$ cat src/rtl/fixed_unit_arbiter_pkg.sv
// Shared types for the fixed-point math unit arbiter: Q16.16 data type, op codes, FSM states.
package fixed_unit_arbiter_pkg;

  localparam int FIXED_W = 32;

  typedef logic signed [FIXED_W-1:0] fixed;

  typedef enum logic [1:0] {
    OP_PASS     = 2'd0,
    OP_RECIP    = 2'd1,
    OP_INV_SQRT = 2'd2,
    OP_RSVD     = 2'd3
  } fixed_op_t;

  typedef enum logic [1:0] {
    IDLE  = 2'd0,
    ISSUE = 2'd1,
    WAIT  = 2'd2,
    RESP  = 2'd3
  } arb_state_t;

  // PASS and RSVD are answered locally with the operand; only real math goes to the unit.
  function automatic logic op_skips_unit(input fixed_op_t op);
    return (op == OP_PASS) || (op == OP_RSVD);
  endfunction

endpackage

$ cat src/rtl/fixed_unit_arbiter_rr_picker.sv
// rr_picker: combinational round-robin selector, first asserted request at or above rr_ptr, wrapping.
module rr_picker #(
  parameter int N_REQ = 4,
  parameter int IDX_W = (N_REQ > 1) ? $clog2(N_REQ) : 1
) (
  input  logic [N_REQ-1:0] req,
  input  logic [IDX_W-1:0] rr_ptr,
  output logic             any,
  output logic [IDX_W-1:0] grant_idx,
  output logic [N_REQ-1:0] grant_oh
);

  // Downward scans leave the lowest hit; the second pass overrides with the lowest hit >= rr_ptr.
  always_comb begin
    any       = |req;
    grant_idx = '0;
    for (int i = N_REQ - 1; i >= 0; i--) begin
      if (req[i]) grant_idx = IDX_W'(i);
    end
    for (int i = N_REQ - 1; i >= 0; i--) begin
      if (req[i] && (i >= int'(rr_ptr))) grant_idx = IDX_W'(i);
    end
    grant_oh = any ? (N_REQ'(1) << grant_idx) : '0;
  end

endmodule

$ cat src/rtl/fixed_unit_arbiter.sv
// fixed_unit_arbiter: round-robin sequencer sharing one multi-cycle fixed-point math unit.
// Define FIXED_ARB_STATS_EN to add the stat_ops_out / stat_busy_out counters.
//
// state | meaning
// IDLE  | no operation held; picker drives req_ready_out
// ISSUE | unit_valid_out high with latched op/operand until unit_ready_in
// WAIT  | issued; waiting for unit_done_in
// RESP  | resp_valid_out[grant] held until that requester's resp_ready_in
module fixed_unit_arbiter
  import fixed_unit_arbiter_pkg::*;
#(
  parameter int N_REQ = 4
) (
  input  logic                  clk_in,
  input  logic                  rst_in,
  input  logic      [N_REQ-1:0] req_valid_in,
  input  fixed_op_t [N_REQ-1:0] req_op_in,
  input  fixed      [N_REQ-1:0] req_operand_in,
  output logic      [N_REQ-1:0] req_ready_out,
  output logic      [N_REQ-1:0] resp_valid_out,
  output fixed                  resp_data_out,
  output logic                  resp_err_out,
  input  logic      [N_REQ-1:0] resp_ready_in,
  output logic                  unit_valid_out,
  output fixed_op_t             unit_op_out,
  output fixed                  unit_operand_out,
  input  logic                  unit_ready_in,
  input  logic                  unit_done_in,
  input  fixed                  unit_result_in
`ifdef FIXED_ARB_STATS_EN
  ,
  output logic [31:0]           stat_ops_out,
  output logic [31:0]           stat_busy_out
`endif
);

  localparam int IDX_W = (N_REQ > 1) ? $clog2(N_REQ) : 1;

  arb_state_t       state;
  logic [IDX_W-1:0] rr_ptr;
  logic [IDX_W-1:0] grant_idx_q;
  fixed_op_t        op_q;
  fixed             operand_q;
  fixed             result_q;
  logic             err_q;

  logic             pick_any;
  logic [IDX_W-1:0] pick_idx;
  logic [N_REQ-1:0] pick_oh;
  fixed_op_t        pick_op;
  fixed             pick_operand;
  logic [N_REQ-1:0] grant_q_oh;
  logic             resp_hs;

  rr_picker #(
    .N_REQ (N_REQ),
    .IDX_W (IDX_W)
  ) u_picker (
    .req       (req_valid_in),
    .rr_ptr    (rr_ptr),
    .any       (pick_any),
    .grant_idx (pick_idx),
    .grant_oh  (pick_oh)
  );

  assign pick_op          = req_op_in[pick_idx];
  assign pick_operand     = req_operand_in[pick_idx];
  assign grant_q_oh       = N_REQ'(1) << grant_idx_q;
  assign resp_hs          = (state == RESP) && resp_ready_in[grant_idx_q];

  assign req_ready_out    = (state == IDLE) ? pick_oh : '0;
  assign resp_data_out    = result_q;
  assign resp_err_out     = err_q;
  assign unit_op_out      = op_q;
  assign unit_operand_out = operand_q;

  always_ff @(posedge clk_in) begin
    if (rst_in) begin
      state          <= IDLE;
      rr_ptr         <= '0;
      grant_idx_q    <= '0;
      op_q           <= OP_PASS;
      operand_q      <= '0;
      result_q       <= '0;
      err_q          <= 1'b0;
      resp_valid_out <= '0;
      unit_valid_out <= 1'b0;
    end else begin
      case (state)
        IDLE: begin
          if (pick_any) begin
            grant_idx_q <= pick_idx;
            op_q        <= pick_op;
            operand_q   <= pick_operand;
            rr_ptr      <= (pick_idx == IDX_W'(N_REQ - 1)) ? '0 : pick_idx + 1'b1;
            if (op_skips_unit(pick_op)) begin
              result_q       <= pick_operand;
              err_q          <= (pick_op == OP_RSVD);
              resp_valid_out <= pick_oh;
              state          <= RESP;
            end else begin
              unit_valid_out <= 1'b1;
              state          <= ISSUE;
            end
          end
        end
        ISSUE: begin
          if (unit_ready_in) begin
            unit_valid_out <= 1'b0;
            // A zero-latency unit can finish in the issue cycle itself.
            if (unit_done_in) begin
              result_q       <= unit_result_in;
              err_q          <= 1'b0;
              resp_valid_out <= grant_q_oh;
              state          <= RESP;
            end else begin
              state <= WAIT;
            end
          end
        end
        WAIT: begin
          if (unit_done_in) begin
            result_q       <= unit_result_in;
            err_q          <= 1'b0;
            resp_valid_out <= grant_q_oh;
            state          <= RESP;
          end
        end
        RESP: begin
          if (resp_hs) begin
            resp_valid_out <= '0;
            result_q       <= '0;
            err_q          <= 1'b0;
            state          <= IDLE;
          end
        end
        default: state <= IDLE;
      endcase
    end
  end

`ifdef FIXED_ARB_STATS_EN
  always_ff @(posedge clk_in) begin
    if (rst_in) begin
      stat_ops_out  <= '0;
      stat_busy_out <= '0;
    end else begin
      if (resp_hs && (stat_ops_out != 32'hFFFF_FFFF)) stat_ops_out <= stat_ops_out + 32'd1;
      if ((state != IDLE) && (stat_busy_out != 32'hFFFF_FFFF)) stat_busy_out <= stat_busy_out + 32'd1;
    end
  end
`endif

endmodule

$ cat config.mk
export PLATFORM = sky130hd
export DESIGN_NAME = fixed_unit_arbiter
export DESIGN_NICKNAME = d
export VERILOG_FILES = /design/src/rtl/fixed_unit_arbiter_pkg.sv /design/src/rtl/fixed_unit_arbiter_rr_picker.sv /design/src/rtl/fixed_unit_arbiter.sv
export SDC_FILE = /design/constraint.sdc
export NUM_CORES = 1
export LEC_CHECK = 0
export ABC_CLOCK_PERIOD_IN_PS = 3800
export BUFFER_PORTS_ARGS = -buffer_cell sky130_fd_sc_hd__buf_4
export CAP_MARGIN = 20
export CORE_MARGIN = 2
export CORE_UTILIZATION = 46
export DETAILED_ROUTE_END_ITERATION = 7
export GPL_TIMING_DRIVEN = 0
export HOLD_SLACK_MARGIN = 0.03
export PLACE_DENSITY = 0.87
export SYNTH_ARGS = -nofsm -noshare
export SYNTH_HDL_FRONTEND = slang
export SYNTH_SLANG_ARGS = --single-unit
export TNS_END_PERCENT = 1
$ cat constraint.sdc
create_clock -name clk_in -period 3.8 [get_ports clk_in]
set_clock_uncertainty 0.2 [all_clocks]
set_input_delay 0 -clock clk_in [delete_from_list [all_inputs] [get_ports clk_in]]
set_output_delay 0 -clock clk_in [all_outputs]
set_load 0.01 [all_outputs]
==> out/results.txt <==
status = complete, no violations
global-route usage over all layers = 42.7%
drt wl/cell = 22.9 um
CP max FO = 10
area taken by multi-input logic gates = 2960 sq um
die height = 106 um
die area = 11,300 sq um
first-pass GRT wire length = 37.2 mm
Fin. Hold Viols = 0
filler cell count in the final layout = 560
Via-to-Cell Ratio = 6.10
clock-pin transition on the worst setup and hold timing paths = 0.09 ns
RR Endpoint = resp_data_out[20]
post-synthesis cell type with the largest combined area = dfxtp_1
hold path endpoint = resp_data_out[12]
largest net degree at the start of global routing = 12
Placer Congestion = 0.889
io pins = 256
Syn Std Cell Area = 4810 sq um
final cell count without fillers = 1,077
Initial Util = 47.1%
Seq/Total Area, Yosys = 32.4%
largest family of logic cells by synthesized area = multiplexers
Slowest-stage cell, CP = dlygate4sd3_1
CP Launch Point = req_valid_in[2]
main area contributors after synthesis = dfxtp_1 32%, mux2_2 15%, mux2i_1 8.1%, a311oi_2 5.9%, a22oi_1 5.1%
DP Cell Count = 901
Total Wirelength = 24.6 mm
Yosys Warn Count = 0
Rows = 37
mux share of post-synthesis cell area = 23.5%
Synth Area in Adders = 2.34%
Slew Limit Fails = 0
Max VDD drop = 0.000467 V
complex-gate fraction of the synthesized area = 21.7%
gr ovfl total = 0
synthesized area per cell = 9.42 sq um
r2r startpoint = rr_ptr[0]
Post-synth EDFFs = 0
Setup TNS Final = 0 ns
Worst Path Arrival = 3.73 ns
WP data required = 3.85 ns
post-synth cell types = 35
Synth Instances = 511
TritonRoute pass-1 iters = 5
crit-path cells = dlygate4sd3_1, buf_4, inv_1, o22ai_1, a211o_1, buf_2, mux2i_1, dlygate4sd3_1, mux2i_2, ha_1, a221oi_2, buf_4, buf_6, nor2_1, a311oi_2
fmax = 0.272 GHz
Post-CTS Setup Bufs = 0
post-synth net total = 700
antenna violations before repair = 1
fin nets = 1,125
pwr dens = 715 nW/um^2
Vias = 6,570
final worst-path cycle share = 96.9%
Critical Path Source Type = input pin
Setup violations, final = 0
vias in the first global route = 7,308
Slew @ Worst Pin = 0.792 ns
Max Cap Viol = 0
clk sinks = 78
PortBufs = 254
max_slew headroom = 47.2%
ANT nets after route = 0
Pleak = 3.84 nW
FF-to-FF setup slack = 0.13 ns
Die X = 106 um
xor/xnor share of the synthesized area = 0%
starting DRC count in detailed routing = 485
Clock Latency Late Sink = 0.35 ns
Worst R2R Path Depth = 13
Synth top area share = 32.4%
CTS H-tree depth = 3
core footprint = 10,200 sq um
Largest stage delay, worst path = 0.58 ns
post-synthesis simple-gate area fraction = 13.8%
predominant post-synthesis flop cell = dfxtp_1
hold_sp = req_operand_in[76]
CTS Buf Count = 9
CP Buf/Inv Count = 7
CTS Root Cell = clkbuf_8
layout cell share with drive strength beyond 1 = 40.6%
Period minus WS final = 3.68 ns
FF+latch count, synth = 78
Synth async-reset ratio = 0%
CP Class = in2reg
# DRC = 0
post-DP HPWL = 14.1 mm
hold depth = 4
CTS tree = done
clk buf depth = 2
storage element area = 1560 sq um
family with the most delay on the worst path = buffers and inverters
P&R area growth vs syn = 79.8%
worst min-delay path class = in2reg
Worst Setup End Kind = flip-flop
## placed cells by master (no fill, tap or decap), drive strengths merged, types with 9 or more instances in the layout
cell | Yosys | final
mux2 | 64 | 64
mux2i | 39 | 39
o21ai | 34 | 34
a21oi | 11 | 11
dlygate4sd3 | 0 | 160
ha | 9 | 9
inv | 14 | 14
a22oi | 33 | 33
nand3 | 34 | 34
nor2 | 44 | 44
a311oi | 32 | 32
nand3b | 32 | 32
buf | 24 | 278
dfxtp | 78 | 78
clkbuf | 27 | 39
## sequential cells by signal, indices dropped and copies added, names as in the netlist
signal,count
grant_idx_q,2
resp_data_out,32
rr_ptr,2
resp_valid_out,4
resp_err_out,1
unit_op_out,2
unit_operand_out,32
state,2
unit_valid_out,1
## timing repair
item / in CTS / in global routing
endpoints found under the hold margin: 69 / 0
hold buffers: 160 / 0
resized for setup: 0 / 1
setup endpoints to repair: 0 / 1
## synthesized netlist by cell type, drive strengths merged (9+ instances only)
| library cell | count |
|---|---|
| a311oi | 32 |
| mux2 | 64 |
| nor2 | 44 |
| buf | 24 |
| inv | 14 |
| mux2i | 39 |
| clkbuf | 27 |
| nand3 | 34 |
| o21ai | 34 |
| a22oi | 33 |
| a21oi | 11 |
| dfxtp | 78 |
| nand3b | 32 |
| ha | 9 |
## power breakdown
part | leakage, nW | switching [mW] | internal [mW] | total [mW]
clock | 0.0821 | 0.318 | 0.247 | 0.565
sequential | 0.645 | 0.223 | 1.15 | 1.37
combinational | 3.11 | 2.32 | 1.93 | 4.25
## cell families after synthesis
| group | after synthesis |
|---|---|
| AO/OA/AOI/OAI | 129 |
| multiplexers | 104 |
| flip-flops | 78 |
| buffers and inverters | 65 |
| AND/OR/NAND/NOR | 126 |
| adder cells (fa/ha/maj) | 9 |
## per-layer routing
metal	GRT usage (%)	part of all wire [%]
met5	0	0
met4	36.6	8.8
met3	12.1	9.1
met2	75.0	49
met1	40.6	33
## through the flow
| stage | total power [mW] | cell area [sq um] | worst slack [ns] | util (%) | hold slack (ns) |
|---|---|---|---|---|---|
| floorplan | 3.55 | 4810 | 1.05 | - | -0.00226 |
| global placement | 4.70 | 6890 | 0.462 | 67.4 | 0.143 |
| detailed placement | 4.87 | 6890 | 0.334 | 67.4 | 0.161 |
| CTS | 5.88 | 8650 | 0.267 | 84.5 | 0.0309 |
| global route | 6.44 | 8650 | -0.0152 | 84.6 | 0.0535 |
| finish | 6.19 | 8660 | 0.119 | 84.6 | 0.0318 |
## layout make-up
class,instances,share of cell area [%]
well taps,136,1.97
repair buffers,414,40.5
clock buffers,12,1.68
diodes,2,0.0578
plain buffers,51,2.85
flip-flops and latches,78,18.0
multi-input cells,368,34.2
inverters,14,0.607
clock inverters,2,0.116
## worst max path at each step
stage                     cells after the start           endpoint
after floorplan                              12  resp_data_out[26]
after global placement                       11  resp_data_out[31]
after detailed placement                     11  resp_data_out[31]
after CTS                                    12  resp_data_out[31]
after global routing                         15  resp_data_out[20]
final                                        15  resp_data_out[20]
## worst reg2reg max path: cells and delay by family (launching register included)
family	cells	cell delay, ns
AOI/OAI and AO/OA	4	0.95
and+or+nand+nor	2	0.20
muxes	2	0.35
buffers and inverters	4	1.18
adders and majority gates	1	0.32
DFF	1	0.35
(Power assumes the default switching activity.)
